==> config.mk <==
export PLATFORM = sky130hd
export DESIGN_NAME = trivial_timer_flat
export DESIGN_NICKNAME = d
export VERILOG_FILES = /design/src/rtl/trivial_timer_if.sv /design/src/rtl/trivial_timer.sv /design/src/flat_wrapper.sv
export SDC_FILE = /design/constraint.sdc
export NUM_CORES = 1
export LEC_CHECK = 0
export ABC_CLOCK_PERIOD_IN_PS = 6800
export BUFFER_PORTS_ARGS = -buffer_cell sky130_fd_sc_hd__buf_2
export CORE_MARGIN = 2
export CORE_UTILIZATION = 35
export CTS_CLUSTER_DIAMETER = 120
export DETAILED_ROUTE_END_ITERATION = 8
export PLACE_DENSITY_LB_ADDON = 0.05
export SKIP_LAST_GASP = 1
export SLEW_MARGIN = 10
export SYNTH_ARGS = -nofsm -noshare
export SYNTH_HDL_FRONTEND = slang
export SYNTH_SLANG_ARGS = --single-unit
==> constraint.sdc <==
create_clock -name ACLK -period 6.8 [get_ports ACLK]
set_input_delay 1.02 -clock ACLK [delete_from_list [all_inputs] [get_ports ACLK]]
set_output_delay 1.02 -clock ACLK [all_outputs]
set_load 0.1 [all_outputs]
==> src/rtl/trivial_timer_if.sv <==
// AXI4-Lite style register bus for trivial_timer: 16-bit addresses, 32-bit data,
// fixed OKAY responses. The master modport is the bus driver; the slave modport is the timer.
interface trivial_timer_if;
    logic        AWVALID;
    logic        AWREADY;
    logic [15:0] AWADDR;
    logic [1:0]  AWPROT;
    logic        WVALID;
    logic        WREADY;
    logic [31:0] WDATA;
    logic [3:0]  WSTRB;
    logic        BVALID;
    logic        BREADY;
    logic [2:0]  BRESP;
    logic        ARVALID;
    logic        ARREADY;
    logic [15:0] ARADDR;
    logic [1:0]  ARPROT;
    logic        RVALID;
    logic        RREADY;
    logic [31:0] RDATA;
    logic [2:0]  RRESP;

    modport master (
        output AWVALID, AWADDR, AWPROT, WVALID, WDATA, WSTRB, BREADY,
               ARVALID, ARADDR, ARPROT, RREADY,
        input  AWREADY, WREADY, BVALID, BRESP, ARREADY, RVALID, RDATA, RRESP
    );

    modport slave (
        input  AWVALID, AWADDR, AWPROT, WVALID, WDATA, WSTRB, BREADY,
               ARVALID, ARADDR, ARPROT, RREADY,
        output AWREADY, WREADY, BVALID, BRESP, ARREADY, RVALID, RDATA, RRESP
    );
endinterface

==> src/rtl/trivial_timer.sv <==
// Programmable down-counting timer behind an AXI4-Lite register interface,
// with a sticky expiry flag driving one level-sensitive interrupt.
module trivial_timer #(
    parameter int unsigned PRESCALE = 1
) (
    input  logic           ACLK,
    input  logic           ARESET,
    output logic           irq,
    trivial_timer_if.slave s_axi
);

    localparam logic [15:0] ADDR_CTRL   = 16'h0000;
    localparam logic [15:0] ADDR_LOAD   = 16'h0004;
    localparam logic [15:0] ADDR_COUNT  = 16'h0008;
    localparam logic [15:0] ADDR_STATUS = 16'h000C;
    localparam logic [15:0] PS_MAX      = 16'(PRESCALE - 1);

    typedef enum logic [1:0] {W_IDLE, W_DATA, W_RESP} wstate_t;
    typedef enum logic       {R_IDLE, R_DATA}         rstate_t;

    // ARESET asserts immediately but is released two clock edges later.
    logic [1:0] rst_pipe_q;
    logic       rst;

    always_ff @(posedge ACLK or posedge ARESET) begin
        if (ARESET) rst_pipe_q <= 2'b11;
        else        rst_pipe_q <= {rst_pipe_q[0], 1'b0};
    end
    assign rst = rst_pipe_q[1];

    wstate_t     wstate_q;
    logic        awready_q, wready_q, bvalid_q;
    logic [15:0] awaddr_q;
    rstate_t     rstate_q;
    logic        arready_q, rvalid_q;
    logic [31:0] rdata_q;

    logic        en_q, en_d, reload_q, reload_d, ie_q, ie_d;
    logic        exp_q, exp_d, irq_q, irq_d;
    logic [31:0] load_q, load_d, count_q, count_d;
    logic [15:0] prescale_q, prescale_d;
    logic [31:0] rd_val;
    logic        wr_en, tick, exp_set, exp_clr;
    logic        unused_inputs;

    assign unused_inputs = ^{s_axi.AWPROT, s_axi.WSTRB, s_axi.ARPROT};

    always_ff @(posedge ACLK or posedge rst) begin
        if (rst) begin
            wstate_q  <= W_IDLE;
            awready_q <= 1'b1;
            wready_q  <= 1'b0;
            bvalid_q  <= 1'b0;
            awaddr_q  <= '0;
        end else begin
            case (wstate_q)
                W_IDLE: if (s_axi.AWVALID) begin
                    awaddr_q  <= s_axi.AWADDR;
                    awready_q <= 1'b0;
                    wready_q  <= 1'b1;
                    wstate_q  <= W_DATA;
                end
                W_DATA: if (s_axi.WVALID) begin
                    wready_q <= 1'b0;
                    bvalid_q <= 1'b1;
                    wstate_q <= W_RESP;
                end
                W_RESP: if (s_axi.BREADY) begin
                    bvalid_q  <= 1'b0;
                    awready_q <= 1'b1;
                    wstate_q  <= W_IDLE;
                end
                default: begin
                    awready_q <= 1'b1;
                    wready_q  <= 1'b0;
                    bvalid_q  <= 1'b0;
                    wstate_q  <= W_IDLE;
                end
            endcase
        end
    end

    always_ff @(posedge ACLK or posedge rst) begin
        if (rst) begin
            rstate_q  <= R_IDLE;
            arready_q <= 1'b1;
            rvalid_q  <= 1'b0;
            rdata_q   <= '0;
        end else begin
            case (rstate_q)
                R_IDLE: if (s_axi.ARVALID) begin
                    rdata_q   <= rd_val;
                    arready_q <= 1'b0;
                    rvalid_q  <= 1'b1;
                    rstate_q  <= R_DATA;
                end
                R_DATA: if (s_axi.RREADY) begin
                    rvalid_q  <= 1'b0;
                    arready_q <= 1'b1;
                    rstate_q  <= R_IDLE;
                end
                default: begin
                    arready_q <= 1'b1;
                    rvalid_q  <= 1'b0;
                    rstate_q  <= R_IDLE;
                end
            endcase
        end
    end

    always_comb begin
        rd_val = '0;
        case (s_axi.ARADDR)
            ADDR_CTRL:   rd_val = {29'b0, ie_q, reload_q, en_q};
            ADDR_LOAD:   rd_val = load_q;
            ADDR_COUNT:  rd_val = count_q;
            ADDR_STATUS: rd_val = {31'b0, exp_q};
            default:     rd_val = '0;
        endcase
    end

    assign wr_en = wready_q && s_axi.WVALID;
    assign tick  = en_q && (prescale_q == PS_MAX);

    // Timer events are applied first so a same-edge software write overrides them,
    // except that an expiry always beats a STATUSR clear.
    always_comb begin
        en_d       = en_q;
        reload_d   = reload_q;
        ie_d       = ie_q;
        load_d     = load_q;
        count_d    = count_q;
        exp_set    = 1'b0;
        exp_clr    = 1'b0;
        prescale_d = (!en_q || tick) ? 16'd0 : prescale_q + 16'd1;

        if (tick) begin
            if (count_q != 32'd0) begin
                count_d = count_q - 32'd1;
            end else begin
                exp_set = 1'b1;
                if (reload_q) count_d = load_q;
                else          en_d    = 1'b0;
            end
        end

        if (wr_en) begin
            case (awaddr_q)
                ADDR_CTRL:   {ie_d, reload_d, en_d} = s_axi.WDATA[2:0];
                ADDR_LOAD:   load_d  = s_axi.WDATA;
                ADDR_COUNT:  count_d = s_axi.WDATA;
                ADDR_STATUS: exp_clr = s_axi.WDATA[0];
                default:     ;
            endcase
        end

        exp_d = exp_set | (exp_q & ~exp_clr);
        irq_d = exp_q & ie_q;
    end

    always_ff @(posedge ACLK or posedge rst) begin
        if (rst) begin
            en_q       <= 1'b0;
            reload_q   <= 1'b0;
            ie_q       <= 1'b0;
            load_q     <= '0;
            count_q    <= '0;
            exp_q      <= 1'b0;
            irq_q      <= 1'b0;
            prescale_q <= '0;
        end else begin
            en_q       <= en_d;
            reload_q   <= reload_d;
            ie_q       <= ie_d;
            load_q     <= load_d;
            count_q    <= count_d;
            exp_q      <= exp_d;
            irq_q      <= irq_d;
            prescale_q <= prescale_d;
        end
    end

    assign s_axi.AWREADY = awready_q;
    assign s_axi.WREADY  = wready_q;
    assign s_axi.BVALID  = bvalid_q;
    assign s_axi.BRESP   = 3'b000;
    assign s_axi.ARREADY = arready_q;
    assign s_axi.RVALID  = rvalid_q;
    assign s_axi.RDATA   = rdata_q;
    assign s_axi.RRESP   = 3'b000;
    assign irq           = irq_q;

endmodule

==> src/flat_wrapper.sv <==
// flat-port wrapper written by rule: the top's interface ports become plain ports
module trivial_timer_flat 
#(
    parameter int unsigned PRESCALE = 1
)
  (ACLK, ARESET, irq, s_axi_AWVALID, s_axi_AWADDR, s_axi_AWPROT, s_axi_WVALID, s_axi_WDATA, s_axi_WSTRB, s_axi_BREADY, s_axi_ARVALID, s_axi_ARADDR, s_axi_ARPROT, s_axi_RREADY, s_axi_AWREADY, s_axi_WREADY, s_axi_BVALID, s_axi_BRESP, s_axi_ARREADY, s_axi_RVALID, s_axi_RDATA, s_axi_RRESP);
  trivial_timer_if s_axi_i ();
  input  logic ACLK;
  input  logic ARESET;
  output logic irq;
  input wire logic [$bits(s_axi_i.AWVALID)-1:0] s_axi_AWVALID;
  input wire logic [$bits(s_axi_i.AWADDR)-1:0] s_axi_AWADDR;
  input wire logic [$bits(s_axi_i.AWPROT)-1:0] s_axi_AWPROT;
  input wire logic [$bits(s_axi_i.WVALID)-1:0] s_axi_WVALID;
  input wire logic [$bits(s_axi_i.WDATA)-1:0] s_axi_WDATA;
  input wire logic [$bits(s_axi_i.WSTRB)-1:0] s_axi_WSTRB;
  input wire logic [$bits(s_axi_i.BREADY)-1:0] s_axi_BREADY;
  input wire logic [$bits(s_axi_i.ARVALID)-1:0] s_axi_ARVALID;
  input wire logic [$bits(s_axi_i.ARADDR)-1:0] s_axi_ARADDR;
  input wire logic [$bits(s_axi_i.ARPROT)-1:0] s_axi_ARPROT;
  input wire logic [$bits(s_axi_i.RREADY)-1:0] s_axi_RREADY;
  output wire logic [$bits(s_axi_i.AWREADY)-1:0] s_axi_AWREADY;
  output wire logic [$bits(s_axi_i.WREADY)-1:0] s_axi_WREADY;
  output wire logic [$bits(s_axi_i.BVALID)-1:0] s_axi_BVALID;
  output wire logic [$bits(s_axi_i.BRESP)-1:0] s_axi_BRESP;
  output wire logic [$bits(s_axi_i.ARREADY)-1:0] s_axi_ARREADY;
  output wire logic [$bits(s_axi_i.RVALID)-1:0] s_axi_RVALID;
  output wire logic [$bits(s_axi_i.RDATA)-1:0] s_axi_RDATA;
  output wire logic [$bits(s_axi_i.RRESP)-1:0] s_axi_RRESP;
  assign s_axi_i.AWVALID = s_axi_AWVALID;
  assign s_axi_i.AWADDR = s_axi_AWADDR;
  assign s_axi_i.AWPROT = s_axi_AWPROT;
  assign s_axi_i.WVALID = s_axi_WVALID;
  assign s_axi_i.WDATA = s_axi_WDATA;
  assign s_axi_i.WSTRB = s_axi_WSTRB;
  assign s_axi_i.BREADY = s_axi_BREADY;
  assign s_axi_i.ARVALID = s_axi_ARVALID;
  assign s_axi_i.ARADDR = s_axi_ARADDR;
  assign s_axi_i.ARPROT = s_axi_ARPROT;
  assign s_axi_i.RREADY = s_axi_RREADY;
  assign s_axi_AWREADY = s_axi_i.AWREADY;
  assign s_axi_WREADY = s_axi_i.WREADY;
  assign s_axi_BVALID = s_axi_i.BVALID;
  assign s_axi_BRESP = s_axi_i.BRESP;
  assign s_axi_ARREADY = s_axi_i.ARREADY;
  assign s_axi_RVALID = s_axi_i.RVALID;
  assign s_axi_RDATA = s_axi_i.RDATA;
  assign s_axi_RRESP = s_axi_i.RRESP;
  trivial_timer #(.PRESCALE(PRESCALE)) u_core (.ACLK(ACLK), .ARESET(ARESET), .irq(irq), .s_axi(s_axi_i));
endmodule
==> reports/summary.txt <==
=================================================================================
Number of nets in the layout                                                  932
Synthesized instance count                                                    755
# IOs                                                                         123
Total power consumption of the routed design                              2230 uW
Die Footprint                                                        0.0224 sq mm
Pin count of the biggest net entering global routing                           81
End of the worst register-to-register path                           u_core.count_q[8]
Period minus WS final                                                     3.56 ns
Async set-reset flop share out of synthesis                                  100%
Dominant synthesized flop cell                                            dfrtp_1
Die Span Y                                                            150 microns
Run status                                                              completed
Type of element launching the critical path                              register
Clock Tree Buf Depth                                                            2
Required time of the critical path                                        7.12 ns
CTS tree                                                                    built
Number of unique standard cell types used by synthesis                         65
Number of antenna-violating nets in the routed design                           0
Min-Delay Path Depth                                                            0
Root Buffer Master                                                      clkbuf_16
Routability congestion estimate                                             0.824
RSZ-0062 raised after global routing                                           no
Max_cap viols                                                                   0
Core footprint                                                       0.0209 sq mm
Std-Cell Rows                                                                  53
Normalized max-slew margin                                                  23.2%
Register area share after synthesis                                         48.3%
Maximum vdd drop                                                       0.000188 V
Total via count in the routed design                                        6,335
Congestion Overflow GR                                                          0
Mapped Area                                                          0.00742 sq mm
Crit. End Element                                                        register
Final hold vios                                                                 0
Antenna diodes                                                                  0
Number of port buffers                                                        108
First-pass GRT wire length                                           35,500 microns
Yosys warnings                                                                  0
Transition time at the pin with the least slew margin                     1.14 ns
Most frequent cells in the layout                                    dfrtp_1 (139), buf_2 (108), nand2_1 (79)
Total detailed-routing wirelength                                    22,300 microns
Max H-tree Level                                                                4
Initial antenna violation count                                                 0
FF-to-FF setup slack                                                      3.24 ns
Final slew viol count                                                           0
Standby leakage power                                                  0.00390 uW
Post-cts hold buffer count                                                      0
Total Routing Usage GR                                                      20.7%
Kind of path behind the tightest hold check                          register to register
Beginning of the worst hold path                                     u_core.rst_pipe_q[0]
DIE WIDTH                                                             150 microns
First-pass iteration count of the detailed router                               5
Detail-routed via count per cell                                             5.57
Period Utilization, post-route                                              52.4%
HPWL after detailed placement                                        14,900 microns
FF-to-FF path depth                                                             8
Most common cell after layout, fill and taps aside                        dfrtp_1
Drt drc                                                                         0
Post-synth EDFFs                                                                0
Initial standard-cell utilization of the core                               35.5%
Clock buffer count from CTS                                                    17
Endpoint, Worst Hold                                                 u_core.rst_pipe_q[1]
Post-CTS resize count                                                           0
Cell area power density                                               253 mW/mm^2
Syn Area/Cell                                                          9.82 sq um
Final-report setup violation count                                              0
Total negative slack for setup checks                                        0 ns
Worst R2R Start                                                      u_core.count_q[0]
Worst path arrival time                                                   3.88 ns
Buffers inserted by post-CTS timing repair                                      0
Worst-path fanout max                                                          15
Vias in the first global route                                              6,321
Critical Setup Path Class                                            register to register
Final core area utilization                                                 42.2%
Share of layout cells above drive strength 1                                27.1%
Maximum frequency from static timing analysis                             281 MHz
Layout-stage area growth over the synthesis result                          18.9%
Clock tree skew after final layout                                     0.00498 ns
Number of clock sinks                                                         143
Register clock-pin slew on the reported worst setup and hold paths        0.06 ns
Violation count after the first detailed-route iteration                      501
Flip-flop and latch count after synthesis                                     143
Source-to-sink clock delay at the later pin of the worst-skew pair        0.43 ns
WL/cell                                                              19.7 microns
=================================================================================
sequential cells by signal, indices dropped and copies added, names as in the netlist:
name                  cells
u_core.s_axi.WREADY       1
u_core.rstate_q           1
u_core.s_axi.BVALID       1
u_core.reload_q           1
u_core.irq                1
u_core.rst_pipe_q         2
u_core.load_q            32
u_core.awaddr_q          16
u_core.s_axi.AWREADY      1
u_core.ie_q               1
u_core.exp_q              1
u_core.s_axi.RVALID       1
u_core.prescale_q        16
u_core.s_axi.RDATA       32
u_core.s_axi.ARREADY      1
u_core.wstate_q           2
u_core.en_q               1
u_core.count_q           32
worst max-delay path, cell delays in order (launching register included):
cell,delay [ns]
dfrtp_1,0.42
inv_1,0.11
ha_1,0.16
or4b_4,0.49
nor4_2,0.48
nand3_1,0.71
o21ai_0,0.75
a21oi_1,0.07
o31a_1,0.26
area by class of cell:
type	instances	area, sq um
sequential	143	3580
fill	2078	12100
clock inverter	13	163
multi-input combinational	551	3580
clock buffer	19	453
tap	275	344
inverter	17	68.8
timing repair buffer	119	623
cell usage after synthesis (9+ instances only):
cell type	count	area share (%)
a21oi_1	34	2.3
a22oi_1	32	3.2
and3_1	16	1.3
clkbuf_1	35	1.8
dfrtp_1	139	47
inv_1	17	0.86
mux2_2	52	7.9
nand2_1	79	4.0
nand3_1	18	1.2
nand4_1	14	1.2
nor2_1	49	2.5
nor3_1	17	1.1
nor4_1	18	1.5
o21ai_0	68	4.6
o22ai_1	9	0.76
or3_1	15	1.3
power breakdown:
part / total [uW] / switching (uW) / internal, uW
Sequential: 975 / 56.5 / 918
Clock: 980 / 383 / 597
Combinational: 274 / 184 / 90.0
worst max-delay path by stage:
stage	startpoint	end	slack [ns]	cells past startpoint
2_1_floorplan	u_core.rst_pipe_q[1]	u_core.awaddr_q[0]	2.69	1
3_3_place_gp	u_core.count_q[0]	u_core.count_q[16]	3.35	8
3_5_place_dp	u_core.count_q[0]	u_core.count_q[8]	3.32	8
4_1_cts	u_core.count_q[0]	u_core.count_q[8]	3.30	8
5_1_grt	u_core.count_q[0]	u_core.count_q[8]	3.07	8
6_report	u_core.count_q[0]	u_core.count_q[8]	3.24	8
metrics by stage:
stage	cells	instance area (sq um)	hold WS, ns	worst slack [ns]
CTS	1137	8820	0.357	3.30
finish	1137	8820	0.356	3.24
global placement	1105	8200	0.347	3.35
global route	1137	8820	0.368	3.07
floorplan	761	7440	0.345	2.69
detailed placement	1105	8200	0.348	3.32
cell families (layout without fill, tap and decap cells):
kind of cell | after synthesis | count (layout) | share of synthesized area [%]
muxes | 59 | 59 | 9.01
DFF | 143 | 143 | 48.3
adders and majority gates | 4 | 4 | 0.675
AOI/OAI and AO/OA | 199 | 199 | 16.9
buffers and inverters | 67 | 168 | 4.08
xor gates and xnor gates | 10 | 10 | 1.18
and+or+nand+nor | 272 | 272 | 19.8
other | 1 | 7 | 0.0506
layer usage:
layer / wire length [microns] / share of wire, % / global-route usage [%]
met5: 0 / 0 / 0
met4: 209 / 0.94 / 4.95
met3: 1260 / 5.6 / 4.24
met2: 10300 / 46 / 32.3
met1: 10600 / 48 / 29.5
(Power assumes the default switching activity.)
